[config.mk]
export PLATFORM = sky130hd
export DESIGN_NAME = seq_divider_flat
export DESIGN_NICKNAME = d
export VERILOG_FILES = /design/src/rtl/div_pkg.sv /design/src/rtl/seq_divider_if.sv /design/src/rtl/div_step.sv /design/src/rtl/seq_divider.sv /design/src/flat_wrapper.sv
export SDC_FILE = /design/constraint.sdc
export NUM_CORES = 1
export LEC_CHECK = 0
export CELL_PAD_IN_SITES_DETAIL_PLACEMENT = 1
export CELL_PAD_IN_SITES_GLOBAL_PLACEMENT = 1
export CORE_UTILIZATION = 43
export DETAILED_ROUTE_END_ITERATION = 12
export PLACE_DENSITY_LB_ADDON = 0.1
export SLEW_MARGIN = 20
export SYNTH_ARGS = -nofsm -noshare
export SYNTH_HDL_FRONTEND = slang
export SYNTH_SLANG_ARGS = --single-unit
[constraint.sdc]
create_clock -name clk -period 4 [get_ports clk]
set_clock_uncertainty 0.2 [all_clocks]
set_input_delay 0.4 -clock clk [delete_from_list [all_inputs] [get_ports clk]]
set_output_delay 0.4 -clock clk [all_outputs]
set_load 0.02 [all_outputs]
[src/rtl/div_pkg.sv]
// Shared types and constants for the sequential signed divider.
// The FSM state list and the magnitude helper live here so the top and the bench agree on them.
package div_pkg;

    localparam int DIV_WIDTH = 32;
    localparam int DIV_ITERS = 32;
    localparam int DIV_CNT_W = 5;

    typedef enum logic [2:0] {
        IDLE  = 3'd0,
        CHECK = 3'd1,
        RUN   = 3'd2,
        FIXUP = 3'd3,
        DONE  = 3'd4
    } div_state_e;

    // |v| as an unsigned value; 0x80000000 maps to itself, which is the exact magnitude
    function automatic logic [DIV_WIDTH-1:0] mag(input logic [DIV_WIDTH-1:0] v);
        logic [DIV_WIDTH-1:0] res;
        if (v[DIV_WIDTH-1]) begin
            res = {DIV_WIDTH{1'b0}} - v;
        end else begin
            res = v;
        end
        return res;
    endfunction

endpackage

[src/rtl/seq_divider_if.sv]
// Request/response bundle between the control unit and the divider.
interface seq_divider_if;
    logic        start;
    logic [31:0] a;
    logic [31:0] b;
    logic [31:0] hi;
    logic [31:0] lo;
    logic        ready;
    logic        div_zero;
    logic        busy;

    modport master (
        output start, a, b,
        input  hi, lo, ready, div_zero, busy
    );

    modport slave (
        input  start, a, b,
        output hi, lo, ready, div_zero, busy
    );
endinterface

[src/rtl/div_step.sv]
// One unsigned restoring-division iteration: shift in a dividend bit, trial-subtract the divisor.
module div_step
    import div_pkg::*;
(
    input  logic [DIV_WIDTH:0] rem_in,
    input  logic [DIV_WIDTH:0] divisor,
    input  logic               bit_in,
    output logic [DIV_WIDTH:0] rem_out,
    output logic               q_bit
);

    logic [DIV_WIDTH+1:0] shifted_s;

    assign shifted_s = {rem_in, bit_in};

    // Keep the difference only when the trial subtraction does not go negative
    always_comb begin
        rem_out = shifted_s[DIV_WIDTH:0];
        q_bit   = 1'b0;
        if (shifted_s >= {1'b0, divisor}) begin
            rem_out = shifted_s[DIV_WIDTH:0] - divisor;
            q_bit   = 1'b1;
        end else begin
            rem_out = shifted_s[DIV_WIDTH:0];
            q_bit   = 1'b0;
        end
    end

endmodule

[src/rtl/seq_divider.sv]
// 32-bit signed sequential divider (quotient to lo, remainder to hi), 35 cycles per operation.
// Define SEQ_DIV_ZERO_DETECT_EN to short-circuit zero divisors with the div_zero flag.
module seq_divider
    import div_pkg::*;
(
    input  logic         clk,
    input  logic         reset,
    seq_divider_if.slave bus
);

    div_state_e             state_r;
    div_state_e             state_s;
    logic [DIV_WIDTH-1:0]   a_r;
    logic [DIV_WIDTH-1:0]   b_r;
    logic [DIV_WIDTH-1:0]   dq_r;
    logic [DIV_WIDTH:0]     dvs_r;
    logic [DIV_WIDTH:0]     rem_r;
    logic [DIV_CNT_W-1:0]   cnt_r;
    logic                   q_neg_r;
    logic                   r_neg_r;
    logic                   b_zero_r;
    logic [DIV_WIDTH-1:0]   hi_r;
    logic [DIV_WIDTH-1:0]   lo_r;
    logic                   ready_r;
    logic                   busy_r;
    logic [DIV_WIDTH:0]     step_rem_s;
    logic                   step_q_s;

    div_step u_step (
        .rem_in  (rem_r),
        .divisor (dvs_r),
        .bit_in  (dq_r[DIV_WIDTH-1]),
        .rem_out (step_rem_s),
        .q_bit   (step_q_s)
    );

    // FSM state register
    always_ff @(posedge clk) begin
        if (reset) begin
            state_r <= IDLE;
        end else begin
            state_r <= state_s;
        end
    end

    // FSM next-state logic
    always_comb begin
        state_s = state_r;
        case (state_r)
            IDLE: begin
                if (bus.start) begin
                    state_s = CHECK;
                end else begin
                    state_s = IDLE;
                end
            end
            CHECK: begin
`ifdef SEQ_DIV_ZERO_DETECT_EN
                if (b_r == 32'd0) begin
                    state_s = DONE;
                end else begin
                    state_s = RUN;
                end
`else
                state_s = RUN;
`endif
            end
            RUN: begin
                if (cnt_r == DIV_CNT_W'(DIV_ITERS - 1)) begin
                    state_s = FIXUP;
                end else begin
                    state_s = RUN;
                end
            end
            FIXUP:   state_s = DONE;
            DONE:    state_s = IDLE;
            default: state_s = IDLE;
        endcase
    end

    // Datapath: operand capture, iteration, sign fix-up and result load
    always_ff @(posedge clk) begin
        if (reset) begin
            a_r      <= 32'd0;
            b_r      <= 32'd0;
            dq_r     <= 32'd0;
            dvs_r    <= 33'd0;
            rem_r    <= 33'd0;
            cnt_r    <= 5'd0;
            q_neg_r  <= 1'b0;
            r_neg_r  <= 1'b0;
            b_zero_r <= 1'b0;
            hi_r     <= 32'd0;
            lo_r     <= 32'd0;
        end else begin
            case (state_r)
                IDLE: begin
                    if (bus.start) begin
                        a_r <= bus.a;
                        b_r <= bus.b;
                    end
                end
                CHECK: begin
                    dq_r     <= mag(a_r);
                    dvs_r    <= {1'b0, mag(b_r)};
                    q_neg_r  <= a_r[DIV_WIDTH-1] ^ b_r[DIV_WIDTH-1];
                    r_neg_r  <= a_r[DIV_WIDTH-1];
                    b_zero_r <= (b_r == 32'd0);
                    rem_r    <= 33'd0;
                    cnt_r    <= 5'd0;
                end
                RUN: begin
                    // dq_r shifts dividend bits out at the top and quotient bits in at the bottom
                    rem_r <= step_rem_s;
                    dq_r  <= {dq_r[DIV_WIDTH-2:0], step_q_s};
                    cnt_r <= cnt_r + 5'd1;
                end
                FIXUP: begin
                    if (b_zero_r) begin
                        lo_r <= 32'hFFFF_FFFF;
                        hi_r <= a_r;
                    end else begin
                        lo_r <= q_neg_r ? (32'd0 - dq_r) : dq_r;
                        hi_r <= r_neg_r ? (32'd0 - rem_r[DIV_WIDTH-1:0]) : rem_r[DIV_WIDTH-1:0];
                    end
                end
                default: begin
                end
            endcase
        end
    end

    // Handshake outputs, registered from the next state so they line up with DONE
    always_ff @(posedge clk) begin
        if (reset) begin
            ready_r <= 1'b0;
            busy_r  <= 1'b0;
        end else begin
            ready_r <= (state_s == DONE);
            busy_r  <= (state_s != IDLE);
        end
    end

`ifdef SEQ_DIV_ZERO_DETECT_EN
    logic div_zero_r;

    // Zero-divisor flag: cleared on a new request, set when CHECK sees b == 0
    always_ff @(posedge clk) begin
        if (reset) begin
            div_zero_r <= 1'b0;
        end else if (state_r == IDLE && bus.start) begin
            div_zero_r <= 1'b0;
        end else if (state_r == CHECK && b_r == 32'd0) begin
            div_zero_r <= 1'b1;
        end
    end

    assign bus.div_zero = div_zero_r;
`else
    assign bus.div_zero = 1'b0;
`endif

    assign bus.hi    = hi_r;
    assign bus.lo    = lo_r;
    assign bus.ready = ready_r;
    assign bus.busy  = busy_r;

endmodule
[src/flat_wrapper.sv]
// flat-port wrapper written by rule: the top's interface ports become plain ports
module seq_divider_flat import div_pkg::*;
  (clk, reset, bus_start, bus_a, bus_b, bus_hi, bus_lo, bus_ready, bus_div_zero, bus_busy);
  seq_divider_if bus_i ();
  input  logic clk;
  input  logic reset;
  input wire logic [$bits(bus_i.start)-1:0] bus_start;
  input wire logic [$bits(bus_i.a)-1:0] bus_a;
  input wire logic [$bits(bus_i.b)-1:0] bus_b;
  output wire logic [$bits(bus_i.hi)-1:0] bus_hi;
  output wire logic [$bits(bus_i.lo)-1:0] bus_lo;
  output wire logic [$bits(bus_i.ready)-1:0] bus_ready;
  output wire logic [$bits(bus_i.div_zero)-1:0] bus_div_zero;
  output wire logic [$bits(bus_i.busy)-1:0] bus_busy;
  assign bus_i.start = bus_start;
  assign bus_i.a = bus_a;
  assign bus_i.b = bus_b;
  assign bus_hi = bus_i.hi;
  assign bus_lo = bus_i.lo;
  assign bus_ready = bus_i.ready;
  assign bus_div_zero = bus_i.div_zero;
  assign bus_busy = bus_i.busy;
  seq_divider u_core (.clk(clk), .reset(reset), .bus(bus_i));
endmodule
# After elaboration in Yosys (flattened, before gate mapping)
# Index checks and enable logic that the tools add are counted.
[classes]
div = 0
bitwise_logic = 1
multipliers = 0
eq_ne = 5
reduce_logical = 5
n_mux = 14
shifts = 0
addsub = 6
n_lt_le_gt_ge = 1
[ops]
columns = ["cell", "n"]
rows = [
  ["2-to-1 mux 32 bit", 6],
  ["subtractor 1 x 32 -> 32 bit, first input constant", 4],
  ["one-hot mux 33 bit (2 select lines)", 1],
  ["one-hot mux 32 bit (2 select lines)", 1],
  [">= comparator 34 x 32 -> 1 bit", 1],
  ["2-to-1 mux 33 bit", 1],
  ["subtractor 33 x 32 -> 33 bit", 1],
  ["logical NOT 32 bit", 1],
  ["one-hot mux 3 bit (4 select lines)", 1],
  ["one-hot mux 5 bit (2 select lines)", 1],
  ["== test 3 x 2 -> 1 bit, second input constant", 2],
  ["adder 5 x 1 -> 5 bit, second input constant", 1],
  ["== test 5 bit, second input constant", 1],
  ["== test 3 x 1 -> 1 bit, second input constant", 1],
  ["== test 3 bit, second input constant", 1],
  ["logical NOT 3 bit", 1],
  ["2-to-1 mux 1 bit", 3],
  ["nonzero test 3 bit", 1],
  ["AND reduction 2 bit", 1],
  ["nonzero test 2 bit", 1],
  ["XOR 1 bit", 1],
]
[totals]
mem_bits_rw = 0
inputBits = 67
out_inout_bits = 67
reg_bits = 238
mem_bits_ro = 0
latchBits = 0
n_memories = 0
word_cells = 46

# Logic depth before layout (Yosys ltp)
# Gate-level depths: netlist (run 1).
[logic_depth]
word_depth = 4
depth_mapped = 13
ltp_nobuf = 12

# Modules after synthesis
# A second synthesis (run 1) with hierarchy kept.
[hier_totals]
cells_unflattened = 1768
area_unflattened_um2 = 14102.3
[modules_own_cells]
columns = ["module", "area_per_inst_um2", "instances", "seq_area_each_um2", "cells_per_inst"]
rows = [
  ["seq_divider", 11636.2, 1, 4764.6, 1417],
  ["div_step", 2466.1, 1, 0.0, 351],
]

# Least setup slack after synthesis (run 1)
# No wires, ideal clock.
[synth_timing]
kind = "register to register"
startpoint = "register u_core.a_r[6]"
endpoint = "register u_core.dq_r[26]"
arrival_time_ns = 2.858
required_time_ns = 3.669
stages_incl_launch_ff = 9
slack_ns = 0.811
synth_period_minus_slack_ns = 3.189
path_cell_list = "dfxtp_1 > or4_4 > or3_1 > or4_4 > or4_4 > or3_4 > o21ai_2 > xor2_1 > o22ai_1"
[synth_between]
elab_chain_len = 3
[synth_rtl]
columns = ["item", "line_no", "text"]
rows = [
  ["start: declaration", "seq_divider.sv:13", "logic [DIV_WIDTH-1:0] a_r;"],
  ["start signal: assignment", "seq_divider.sv:99", "a_r <= bus.a;"],
  ["subtractor 1 x 32 -> 32 bit", "div_pkg.sv:21", "res = {DIV_WIDTH{1'b0}} - v;"],
  ["2-to-1 mux 32 bit", "div_pkg.sv:20", "if (v[DIV_WIDTH-1]) begin"],
  ["one-hot mux 32 bit (2 select lines)", "seq_divider.sv:96", "case (state_r)"],
  ["end signal: assignment", "seq_divider.sv:104", "dq_r <= mag(a_r);"],
  ["end signal: assignment", "seq_divider.sv:115", "dq_r <= {dq_r[DIV_WIDTH-2:0], step_q_s};"],
  ["end: declaration", "seq_divider.sv:15", "logic [DIV_WIDTH-1:0] dq_r;"],
]
# No other way between the ends.
# A chain may end at the register's enable or synchronous reset.

# Final worst setup path (run 1)
[layout_timing]
startpoint = "register u_core.dq_r[31]"
endpoint = "register u_core.rem_r[0]"
[layout_between]
elab_chain_len = 3
[layout_rtl]
columns = ["item", "line_no", "text"]
rows = [
  ["subtractor 33 x 32 -> 33 bit / >= comparator 34 x 32 -> 1 bit (equally long branches)", "div_step.sv:21, div_step.sv:20", ""],
  ["2-to-1 mux 33 bit (*)", "div_step.sv:20", "if (shifted_s >= {1'b0, divisor}) begin"],
  ["one-hot mux 33 bit (2 select lines) (*)", "seq_divider.sv:96", ""],
  ["end signal: assignment", "seq_divider.sv:114", "rem_r <= step_rem_s;"],
  ["end: declaration", "seq_divider.sv:17", "logic [DIV_WIDTH:0] rem_r;"],
]
# Every way passes the cells marked *; elsewhere a longest branch is shown, timed or not.

==> flow_summary.html, run 1 <==
<table>
<tr><th>Metric</th><th>Value</th></tr>
<tr><th colspan="2">Outcome</th></tr>
<tr><td>Outcome</td><td>finished, final reports clean</td></tr>
<tr><th colspan="2">Clock network</th></tr>
<tr><td>Post-CTS Hold Fix Bufs</td><td>0</td></tr>
<tr><td>Gates resized, CTS repair</td><td>0</td></tr>
<tr><td>Root Buffer</td><td>sky130_fd_sc_hd__clkbuf_16</td></tr>
<tr><td>H-tree depth reported by CTS</td><td>1</td></tr>
<tr><td>Clock-pin transition on the worst setup and hold timing paths</td><td>0.06 ns</td></tr>
<tr><td>Clock tree from TritonCTS</td><td>done</td></tr>
<tr><td>Post-CTS setup buffer count</td><td>0</td></tr>
<tr><td>Clock tree sinks</td><td>238</td></tr>
<tr><td>Num CTS Buffers</td><td>28</td></tr>
<tr><td>Later-pin clock latency in the skew report</td><td>0.55 ns</td></tr>
<tr><td>Max Root-Sink Buffers</td><td>3</td></tr>
<tr><th colspan="2">Route</th></tr>
<tr><td>DRC violation count after routing</td><td>0</td></tr>
<tr><td>Mean number of vias per cell</td><td>~5.7</td></tr>
<tr><td>Sum of routed wire length over all layers</td><td>around 42000 um</td></tr>
<tr><td>Drt first pass iters</td><td>5</td></tr>
<tr><td>Remaining number of nets flagged by the antenna check after routing</td><td>0</td></tr>
<tr><td>Routed wirelength normalized by instance count</td><td>just under 20 um</td></tr>
<tr><td>Routed vias</td><td>12.5k</td></tr>
<tr><td>Iteration-0 DRC count of the detailed router</td><td>just under 700</td></tr>
<tr><th colspan="2">Placed design</th></tr>
<tr><td>Total placed instance area</td><td>between 10000 and 15000 um2</td></tr>
<tr><td>Number of input and output port buffers inserted</td><td>132</td></tr>
<tr><td>Routability cong.</td><td>0.905</td></tr>
<tr><td>Estimated wirelength of the detail-placed design</td><td>30900 um</td></tr>
<tr><td>Inst Count DP</td><td>2131</td></tr>
<tr><th colspan="2">Power and ir drop</th></tr>
<tr><td>Power per Cell Area</td><td>439 nW/um2</td></tr>
<tr><td>Maximum ir drop on the vdd rail</td><td>between 0.3 and 0.4 mV</td></tr>
<tr><td>Leakage power total</td><td>slightly below 0.006 uW</td></tr>
<tr><td>Power consumption</td><td>6910 uW</td></tr>
<tr><th colspan="2">Floorplan</th></tr>
<tr><td>Row cnt</td><td>63</td></tr>
<tr><td>Core ar.</td><td>about 30000 um2</td></tr>
<tr><td>Die outline height</td><td>178 um</td></tr>
<tr><td>Die width</td><td>178 um</td></tr>
<tr><td>Total die area</td><td>31500 um2</td></tr>
<tr><td>Ports placed on the boundary</td><td>134</td></tr>
<tr><td>Initial core utilization</td><td>44.3%</td></tr>
<tr><th colspan="2">Layout</th></tr>
<tr><td>N_diodes</td><td>0</td></tr>
<tr><td>Nets</td><td>approximately 1.9k</td></tr>
<tr><td>Layout Cells excl Fill</td><td>2183</td></tr>
<tr><td>Area growth syn-to-layout</td><td>18.8%</td></tr>
<tr><td>Area of all placed cells without fillers</td><td>15700 um2</td></tr>
<tr><td>Share of cells above drive strength 1</td><td>5.47%</td></tr>
<tr><th colspan="2">GRT</th></tr>
<tr><td>Met3 routing resource usage after global routing</td><td>3.56%</td></tr>
<tr><td>Grt total ovfl</td><td>0</td></tr>
<tr><td>Largest net degree at the start of global routing</td><td>about 110</td></tr>
<tr><td>Layer carrying the most global-route usage</td><td>met2</td></tr>
<tr><td>Met1 Track Usage GR</td><td>a little under two fifths</td></tr>
<tr><td>All-layer global routing usage</td><td>26.7%</td></tr>
<tr><td>First-pass GRT wire length</td><td>66900 um</td></tr>
<tr><td>Vias in the first global route</td><td>12.3k</td></tr>
<tr><td>Met2 layer usage reported by global route</td><td>41.8%</td></tr>
<tr><td>Number of antenna violations at the first check in global routing</td><td>0</td></tr>
<tr><th colspan="2">Yosys</th></tr>
<tr><td>Leading post-synthesis cells by cell area</td><td>sky130_fd_sc_hd__dfxtp_1, sky130_fd_sc_hd__nand2_1, sky130_fd_sc_hd__xor2_1, sky130_fd_sc_hd__a21oi_1, sky130_fd_sc_hd__o21ai_0</td></tr>
<tr><td>Cell Area, Synth</td><td>13300 um2</td></tr>
<tr><td>Count of flip-flops with a built-in enable after synthesis</td><td>0</td></tr>
<tr><td>Count of unique library cells instantiated by Yosys</td><td>71</td></tr>
<tr><td>Top-area cell type share of the netlist area</td><td>35.9%</td></tr>
<tr><td>Synthesized area per cell</td><td>a little under 8 um2</td></tr>
<tr><td>Total of flip-flops plus latches after synthesis</td><td>238</td></tr>
<tr><td>Most frequent cell after synthesis</td><td>sky130_fd_sc_hd__nand2_1</td></tr>
<tr><td>Cell count after synthesis</td><td>1701</td></tr>
<tr><td>Number of warnings printed during yosys synthesis</td><td>0</td></tr>
<tr><td>Proportion of synthesized flip-flops having asynchronous set or reset</td><td>0%</td></tr>
<tr><td>Proportion of synthesized chip area in sequential cells</td><td>35.9%</td></tr>
<tr><td>Net count after synthesis</td><td>1807</td></tr>
<tr><td>Top_reg_cell synth</td><td>sky130_fd_sc_hd__dfxtp_1</td></tr>
<tr><td>List of most frequent post-synthesis cells</td><td>sky130_fd_sc_hd__nand2_1, sky130_fd_sc_hd__dfxtp_1, sky130_fd_sc_hd__a21oi_1</td></tr>
<tr><td>Largest area contributor in the synthesized netlist</td><td>sky130_fd_sc_hd__dfxtp_1</td></tr>
<tr><th colspan="2">Setup path</th></tr>
<tr><td>Setup slack of the worst register-to-register path</td><td>0.52 ns</td></tr>
<tr><td>Critical path endpoint category</td><td>register</td></tr>
<tr><td>Endpoint required time on the critical path</td><td>~4.2 ns</td></tr>
<tr><td>R2R depth</td><td>13</td></tr>
<tr><td>Crit start category</td><td>register</td></tr>
<tr><td>CP Max Fanout</td><td>20</td></tr>
<tr><td>Capture point of the worst reg-to-reg path</td><td>u_core.rem_r[0]</td></tr>
<tr><td>Type of the worst setup path</td><td>reg2reg</td></tr>
<tr><td>Endpoint of the most critical setup path</td><td>u_core.rem_r[0]</td></tr>
<tr><td>Crit. Startpoint</td><td>u_core.dq_r[31]</td></tr>
<tr><td>Arr. time, crit path</td><td>3.72 ns</td></tr>
<tr><td>Worst reg2reg startpoint</td><td>u_core.dq_r[31]</td></tr>
<tr><th colspan="2">Timing</th></tr>
<tr><td>Final Critical Period</td><td>3.48 ns</td></tr>
<tr><td>Final hold slack</td><td>between 0.15 and 0.2 ns</td></tr>
<tr><td>Setup-failing EPs final</td><td>0</td></tr>
<tr><td>Max-slew headroom at the worst pin</td><td>about 28%</td></tr>
<tr><td>Maximum clock rate</td><td>~290 MHz</td></tr>
<tr><td>Setup tns final</td><td>0 ns</td></tr>
<tr><td>Final Cycle Share</td><td>86.9%</td></tr>
<tr><td>Unrepaired setup endpoints after global routing</td><td>false</td></tr>
<tr><td>Transition at the pin with the smallest max-transition slack</td><td>roughly 1.1 ns</td></tr>
<tr><td>Final number of hold-violating endpoints</td><td>0</td></tr>
<tr><td>Final Max Tran Viols</td><td>0</td></tr>
<tr><th colspan="2">Hold path</th></tr>
<tr><td>Type of the worst min-delay path</td><td>in2reg</td></tr>
<tr><th colspan="2">Flow run</th></tr>
<tr><td>Count of max-cap constraint violations</td><td>0</td></tr>
</table>
[final cells by class]
class | count | area [um2]
clock buffers | 43 | 848
clock inverters | 8 | 93.8
fillers | 3678 | 14200
inverters | 49 | 184
multi-input cells | 1299 | 7840
flip-flops and latches | 238 | 4770
well taps | 390 | 488
repair buffers | 156 | 1520
[report_power, final]
part | switching [uW] | internal, uW | total (uW) | leakage [uW]
combinational | 961 | 681 | 1640 | 0.00337
sequential | 172 | 2480 | 2650 | 0.00193
clock | 1030 | 1580 | 2610 | 0.000468
[placed cells by master (no fill, tap or decap), types with 24 or more instances in the layout]
cell type	instances
sky130_fd_sc_hd__a211oi_1	69
sky130_fd_sc_hd__a22oi_1	29
sky130_fd_sc_hd__inv_1	49
sky130_fd_sc_hd__xor2_1	95
sky130_fd_sc_hd__a21oi_1	147
sky130_fd_sc_hd__nand2_1	315
sky130_fd_sc_hd__ha_1	38
sky130_fd_sc_hd__clkbuf_16	29
sky130_fd_sc_hd__dfxtp_1	237
sky130_fd_sc_hd__mux2i_1	30
sky130_fd_sc_hd__o21ai_0	116
sky130_fd_sc_hd__o31ai_1	40
sky130_fd_sc_hd__or3_1	24
sky130_fd_sc_hd__xnor2_1	52
sky130_fd_sc_hd__clkdlybuf4s50_1	131
sky130_fd_sc_hd__nor2_1	124
[per-stage QoR]
stage                     util [%]  worst slack (ns)
after floorplan                  -             0.811
after global placement        49.3             0.680
after detailed placement      49.3             0.582
after CTS                     52.5             0.557
after global routing          52.6             0.270
final                         52.6             0.524
[per-layer routing]
layer / vias up / part of all wire (%)
li1: 6127 / -
met1: 6001 / 49
met2: 342 / 45
met3: 58 / 5.0
met4: 0 / 1.8
met5: - / 0
[worst max-delay path, stage by stage, from the launching register on]
cell	delay (ns)
sky130_fd_sc_hd__dfxtp_1	0.31
sky130_fd_sc_hd__inv_1	0.17
sky130_fd_sc_hd__ha_1	0.22
sky130_fd_sc_hd__inv_1	0.07
sky130_fd_sc_hd__fa_1	0.41
sky130_fd_sc_hd__a21oi_1	0.28
sky130_fd_sc_hd__nor3_1	0.12
sky130_fd_sc_hd__o21ai_0	0.28
sky130_fd_sc_hd__a21oi_1	0.14
sky130_fd_sc_hd__a211oi_1	0.44
sky130_fd_sc_hd__nor2_2	0.09
sky130_fd_sc_hd__buf_4	0.25
sky130_fd_sc_hd__mux2i_1	0.16
sky130_fd_sc_hd__a22o_1	0.21
[logic make-up (layout without fill, tap and decap cells)]
kind of cell	count (synthesis)	count (layout)	share of synthesized area [%]
AO/OA/AOI/OAI	498	498	23.7
XOR/XNOR	147	147	9.71
adder cells (fa/ha/maj)	39	39	3.74
buffers and inverters	164	256	5.13
flip-flops	238	238	35.9
multiplexers	30	30	2.27
other	1	1	0.0283
AND/OR/NAND/NOR	584	584	19.5
[flip-flops by register name, indices dropped and copies added, names as in the netlist]
| name | flops |
|---|---|
| u_core.rem_r | 33 |
| u_core.a_r | 32 |
| u_core.b_r | 32 |
| u_core.bus.hi | 32 |
| u_core.bus.lo | 32 |
| u_core.dq_r | 32 |
| u_core.dvs_r | 32 |
| u_core.cnt_r | 5 |
| u_core.state_r | 3 |
| u_core.b_zero_r | 1 |
| u_core.bus.busy | 1 |
| u_core.bus.ready | 1 |
| u_core.q_neg_r | 1 |
| u_core.r_neg_r | 1 |
[worst min path at each step]
stage / cells past startpoint / end / startpoint / slack [ns]
final: 2 / u_core.bus.ready / reset / 0.17
after global routing: 3 / u_core.a_r[21] / bus_a[21] / 0.20
after global placement: 2 / u_core.rem_r[32] / u_core.rem_r[32] / 0.24
after detailed placement: 2 / u_core.bus.hi[27] / u_core.bus.hi[27] / 0.25
after CTS: 2 / u_core.bus.hi[18] / reset / 0.18
after floorplan: 2 / u_core.rem_r[32] / u_core.rem_r[32] / 0.22
Power figures use the tool's default switching activity.
==> run 2: changes to the inputs <==
--- a/config.mk
+++ b/config.mk
@@ -7,8 +7,10 @@
 export LEC_CHECK = 0
 export CELL_PAD_IN_SITES_DETAIL_PLACEMENT = 1
 export CELL_PAD_IN_SITES_GLOBAL_PLACEMENT = 1
+export CORE_MARGIN = 2
 export CORE_UTILIZATION = 43
 export DETAILED_ROUTE_END_ITERATION = 12
+export GPL_ROUTABILITY_DRIVEN = 0
 export PLACE_DENSITY_LB_ADDON = 0.1
 export SLEW_MARGIN = 20
 export SYNTH_ARGS = -nofsm -noshare
==> flow_summary.html, run 2 (synthesis results as in run 1) <==
<table>
<tr><th>Metric</th><th>Value</th></tr>
<tr><th colspan="2">Power and ir drop</th></tr>
<tr><td>Maximum ir drop on the vdd rail</td><td>0.282 mV (-8.1%)</td></tr>
<tr><td>Power per Cell Area</td><td>440 nW/um2 (+0.23%)</td></tr>
<tr><td>Leakage power total</td><td>0.00574 uW (-0.58%)</td></tr>
<tr><th colspan="2">Hold path</th></tr>
<tr><td>Worst Hold Depth</td><td>2 (unchanged)</td></tr>
<tr><td>Type of the worst min-delay path</td><td>in2reg</td></tr>
<tr><td>Origin of the worst min-delay path</td><td>reset</td></tr>
<tr><td>Sink of the worst hold path</td><td>u_core.cnt_r[4]</td></tr>
<tr><th colspan="2">Floorplan</th></tr>
<tr><td>Die outline height</td><td>180 um (+1.1%)</td></tr>
<tr><td>Total die area</td><td>32200 um2 (+2.3%)</td></tr>
<tr><td>Row cnt</td><td>64 (+1.6%)</td></tr>
<tr><td>Initial core utilization</td><td>43.4% (-0.81 points)</td></tr>
<tr><td>Ports placed on the boundary</td><td>134 (unchanged)</td></tr>
<tr><td>Core ar.</td><td>30500 um2 (+1.9%)</td></tr>
<tr><td>Die width</td><td>180 um (+1.1%)</td></tr>
<tr><th colspan="2">Setup path</th></tr>
<tr><td>Crit. Startpoint</td><td>u_core.dq_r[10]</td></tr>
<tr><td>CP Max Fanout</td><td>8 (-60%)</td></tr>
<tr><td>Arr. time, crit path</td><td>3.82 ns (+0.10 ns)</td></tr>
<tr><td>Worst reg2reg startpoint</td><td>u_core.dq_r[10]</td></tr>
<tr><td>Type of the worst setup path</td><td>reg2reg</td></tr>
<tr><td>Setup slack of the worst register-to-register path</td><td>0.44 ns (-0.08 ns)</td></tr>
<tr><td>R2R depth</td><td>8 (-5)</td></tr>
<tr><td>Endpoint required time on the critical path</td><td>4.26 ns (+0.02 ns)</td></tr>
<tr><td>Capture point of the worst reg-to-reg path</td><td>u_core.bus.lo[31]</td></tr>
<tr><td>Crit start category</td><td>register</td></tr>
<tr><td>Critical path endpoint category</td><td>register</td></tr>
<tr><th colspan="2">Layout</th></tr>
<tr><td>Total area of sequential cells</td><td>4770 um2 (about the same)</td></tr>
<tr><td>Share of cells above drive strength 1</td><td>5.30% (-0.16 points)</td></tr>
<tr><td>Layout Cells excl Fill</td><td>2187 (+0.18%)</td></tr>
<tr><td>Area growth syn-to-layout</td><td>18.5%</td></tr>
<tr><td>Number of filler instances in the final layout</td><td>3696 (+0.49%)</td></tr>
<tr><td>Largest register by flop count</td><td>u_core.rem_r</td></tr>
<tr><td>Flip-flop count of the largest register after layout</td><td>33 (unchanged)</td></tr>
<tr><td>Leading cell type in the layout, fill and taps excluded</td><td>sky130_fd_sc_hd__nand2_1</td></tr>
<tr><td>Nets</td><td>1876 (-0.11%)</td></tr>
<tr><td>Final core occ</td><td>51.5% (-1.1 points)</td></tr>
<tr><td>Area of all placed cells without fillers</td><td>15700 um2 (-0.20%)</td></tr>
<tr><td>Area of the multi-input gates</td><td>7840 um2 (unchanged)</td></tr>
<tr><td>Commonest non-fill, non-tap cells in the layout</td><td>sky130_fd_sc_hd__nand2_1, sky130_fd_sc_hd__dfxtp_1, sky130_fd_sc_hd__a21oi_1</td></tr>
<tr><td>N_diodes</td><td>0 (unchanged)</td></tr>
<tr><th colspan="2">Timing</th></tr>
<tr><td>Max-slew headroom at the worst pin</td><td>34.5% (+6.9 points)</td></tr>
<tr><td>Maximum clock rate</td><td>281 MHz (-2.4%)</td></tr>
<tr><td>Setup-failing EPs final</td><td>0 (unchanged)</td></tr>
<tr><td>Final Cycle Share</td><td>89.0% (+2.1 points)</td></tr>
<tr><td>Final Critical Period</td><td>3.56 ns (+0.0837 ns)</td></tr>
<tr><td>Final number of hold-violating endpoints</td><td>0 (unchanged)</td></tr>
<tr><td>Setup tns final</td><td>0 ns (unchanged)</td></tr>
<tr><td>Transition at the pin with the smallest max-transition slack</td><td>0.982 ns (-0.103 ns)</td></tr>
<tr><td>Final Max Tran Viols</td><td>0 (unchanged)</td></tr>
<tr><td>Worst Slack Setup Final</td><td>0.440 ns (-0.0837 ns)</td></tr>
<tr><td>Unrepaired setup endpoints after global routing</td><td>false</td></tr>
<tr><th colspan="2">Clock network</th></tr>
<tr><td>Clock-pin transition on the worst setup and hold timing paths</td><td>0.06 ns (about the same)</td></tr>
<tr><td>Clock tree from TritonCTS</td><td>done</td></tr>
<tr><td>Post-CTS Hold Fix Bufs</td><td>0 (unchanged)</td></tr>
<tr><td>Later-pin clock latency in the skew report</td><td>0.55 ns (about the same)</td></tr>
<tr><td>H-tree depth reported by CTS</td><td>1 (unchanged)</td></tr>
<tr><td>Gates resized, CTS repair</td><td>0 (unchanged)</td></tr>
<tr><td>Clock tree sinks</td><td>238 (unchanged)</td></tr>
<tr><td>Post-CTS setup buffer count</td><td>0 (unchanged)</td></tr>
<tr><td>Root Buffer</td><td>sky130_fd_sc_hd__clkbuf_16</td></tr>
<tr><td>Max Root-Sink Buffers</td><td>3 (unchanged)</td></tr>
<tr><td>Num CTS Buffers</td><td>28 (unchanged)</td></tr>
<tr><th colspan="2">GRT</th></tr>
<tr><td>Number of antenna violations at the first check in global routing</td><td>0 (unchanged)</td></tr>
<tr><td>All-layer global routing usage</td><td>26.0% (-0.62 points)</td></tr>
<tr><td>Vias in the first global route</td><td>12.5k (+1.2%)</td></tr>
<tr><td>Largest net degree at the start of global routing</td><td>118 (+10%)</td></tr>
<tr><td>First-pass GRT wire length</td><td>69200 um (+3.4%)</td></tr>
<tr><td>Grt total ovfl</td><td>0 (unchanged)</td></tr>
<tr><th colspan="2">Placed design</th></tr>
<tr><td>Total placed instance area</td><td>14800 um2 (about the same)</td></tr>
<tr><td>Worst setup timing slack at the placement stage</td><td>0.511 ns (-0.0703 ns)</td></tr>
<tr><td>Number of input and output port buffers inserted</td><td>132 (unchanged)</td></tr>
<tr><td>Estimated wirelength of the detail-placed design</td><td>31700 um (+2.7%)</td></tr>
<tr><td>Inst Count DP</td><td>2136 (+0.23%)</td></tr>
<tr><th colspan="2">Route</th></tr>
<tr><td>Iteration-0 DRC count of the detailed router</td><td>744 (+7.8%)</td></tr>
<tr><td>Routed wirelength normalized by instance count</td><td>19.6 um (+2.1%)</td></tr>
<tr><td>Mean number of vias per cell</td><td>5.75 (+0.22%)</td></tr>
<tr><td>Drt first pass iters</td><td>5 (unchanged)</td></tr>
<tr><td>DRC violation count after routing</td><td>0 (unchanged)</td></tr>
<tr><td>Sum of routed wire length over all layers</td><td>43000 um (+2.3%)</td></tr>
<tr><td>Routed vias</td><td>12.6k (+0.41%)</td></tr>
<tr><td>Remaining number of nets flagged by the antenna check after routing</td><td>0 (unchanged)</td></tr>
<tr><th colspan="2">Outcome</th></tr>
<tr><td>Outcome</td><td>finished, final reports clean</td></tr>
<tr><th colspan="2">Flow run</th></tr>
<tr><td>Count of max-cap constraint violations</td><td>0 (unchanged)</td></tr>
</table>
[run 2: changes by cell type in the layout (fill, tap and decap cells not counted), moves of 2 or more]
cell | before | now
sky130_fd_sc_hd__buf_4 | 23 | 21
sky130_fd_sc_hd__dfxtp_2 | 1 | 3
sky130_fd_sc_hd__clkinv_2 | 5 | 3
sky130_fd_sc_hd__clkbuf_8 | 7 | 5
sky130_fd_sc_hd__clkbuf_1 | 7 | 10
sky130_fd_sc_hd__dfxtp_1 | 237 | 235
[run 2: critical path: stages, from the launching register on]
cell	delay, ns
sky130_fd_sc_hd__dfxtp_1	0.40
sky130_fd_sc_hd__nor4_1	0.54
sky130_fd_sc_hd__nand3_1	0.23
sky130_fd_sc_hd__or4_1	0.54
sky130_fd_sc_hd__or3_1	0.36
sky130_fd_sc_hd__or3_1	0.38
sky130_fd_sc_hd__o31ai_1	0.39
sky130_fd_sc_hd__xnor2_1	0.18
sky130_fd_sc_hd__a211oi_1	0.24
[run 2: worst max path at each step]
stage               cells after the start                 to
global placement                        8  u_core.bus.lo[31]
floorplan                               8    u_core.dq_r[26]
CTS                                     8  u_core.bus.lo[31]
detailed placement                      8  u_core.bus.lo[31]
finish                                  8  u_core.bus.lo[31]
global route                            8  u_core.bus.lo[31]
[run 2: cell type report]
| type | instances | share of cell area, % |
|---|---|---|
| clock buffers | 44 | 5.30 |
| clock inverters | 7 | 0.581 |
| repair buffers | 154 | 9.55 |
| multi-input cells | 1299 | 49.9 |
| flip-flops and latches | 238 | 30.3 |
| inverters | 49 | 1.17 |
| well taps | 396 | 3.15 |
[run 2: power by group]
part           internal, uW  leakage [uW]  switching [uW]
Combinational           687       0.00335             991
Clock                  1550      0.000450            1040
Sequential             2480       0.00194             155
Total                  4720       0.00574            2190
[run 2: stage by stage]
stage	hold WS (ns)	power, uW
2_1_floorplan	0.221	3820
3_3_place_gp	0.244	4310
3_5_place_dp	0.250	4350
4_1_cts	0.191	6930
5_1_grt	0.206	7230
6_report	0.176	6910
[run 2: metal layers]
layer | share of wire (%) | vias to the layer above | track usage (%)
met5 | 0 | - | 0
met2 | 46 | 279 | 43.6
met1 | 46 | 6115 | 35.6
met4 | 2.8 | 0 | 7.09
met3 | 4.4 | 70 | 2.94
li1 | - | 6115 | -
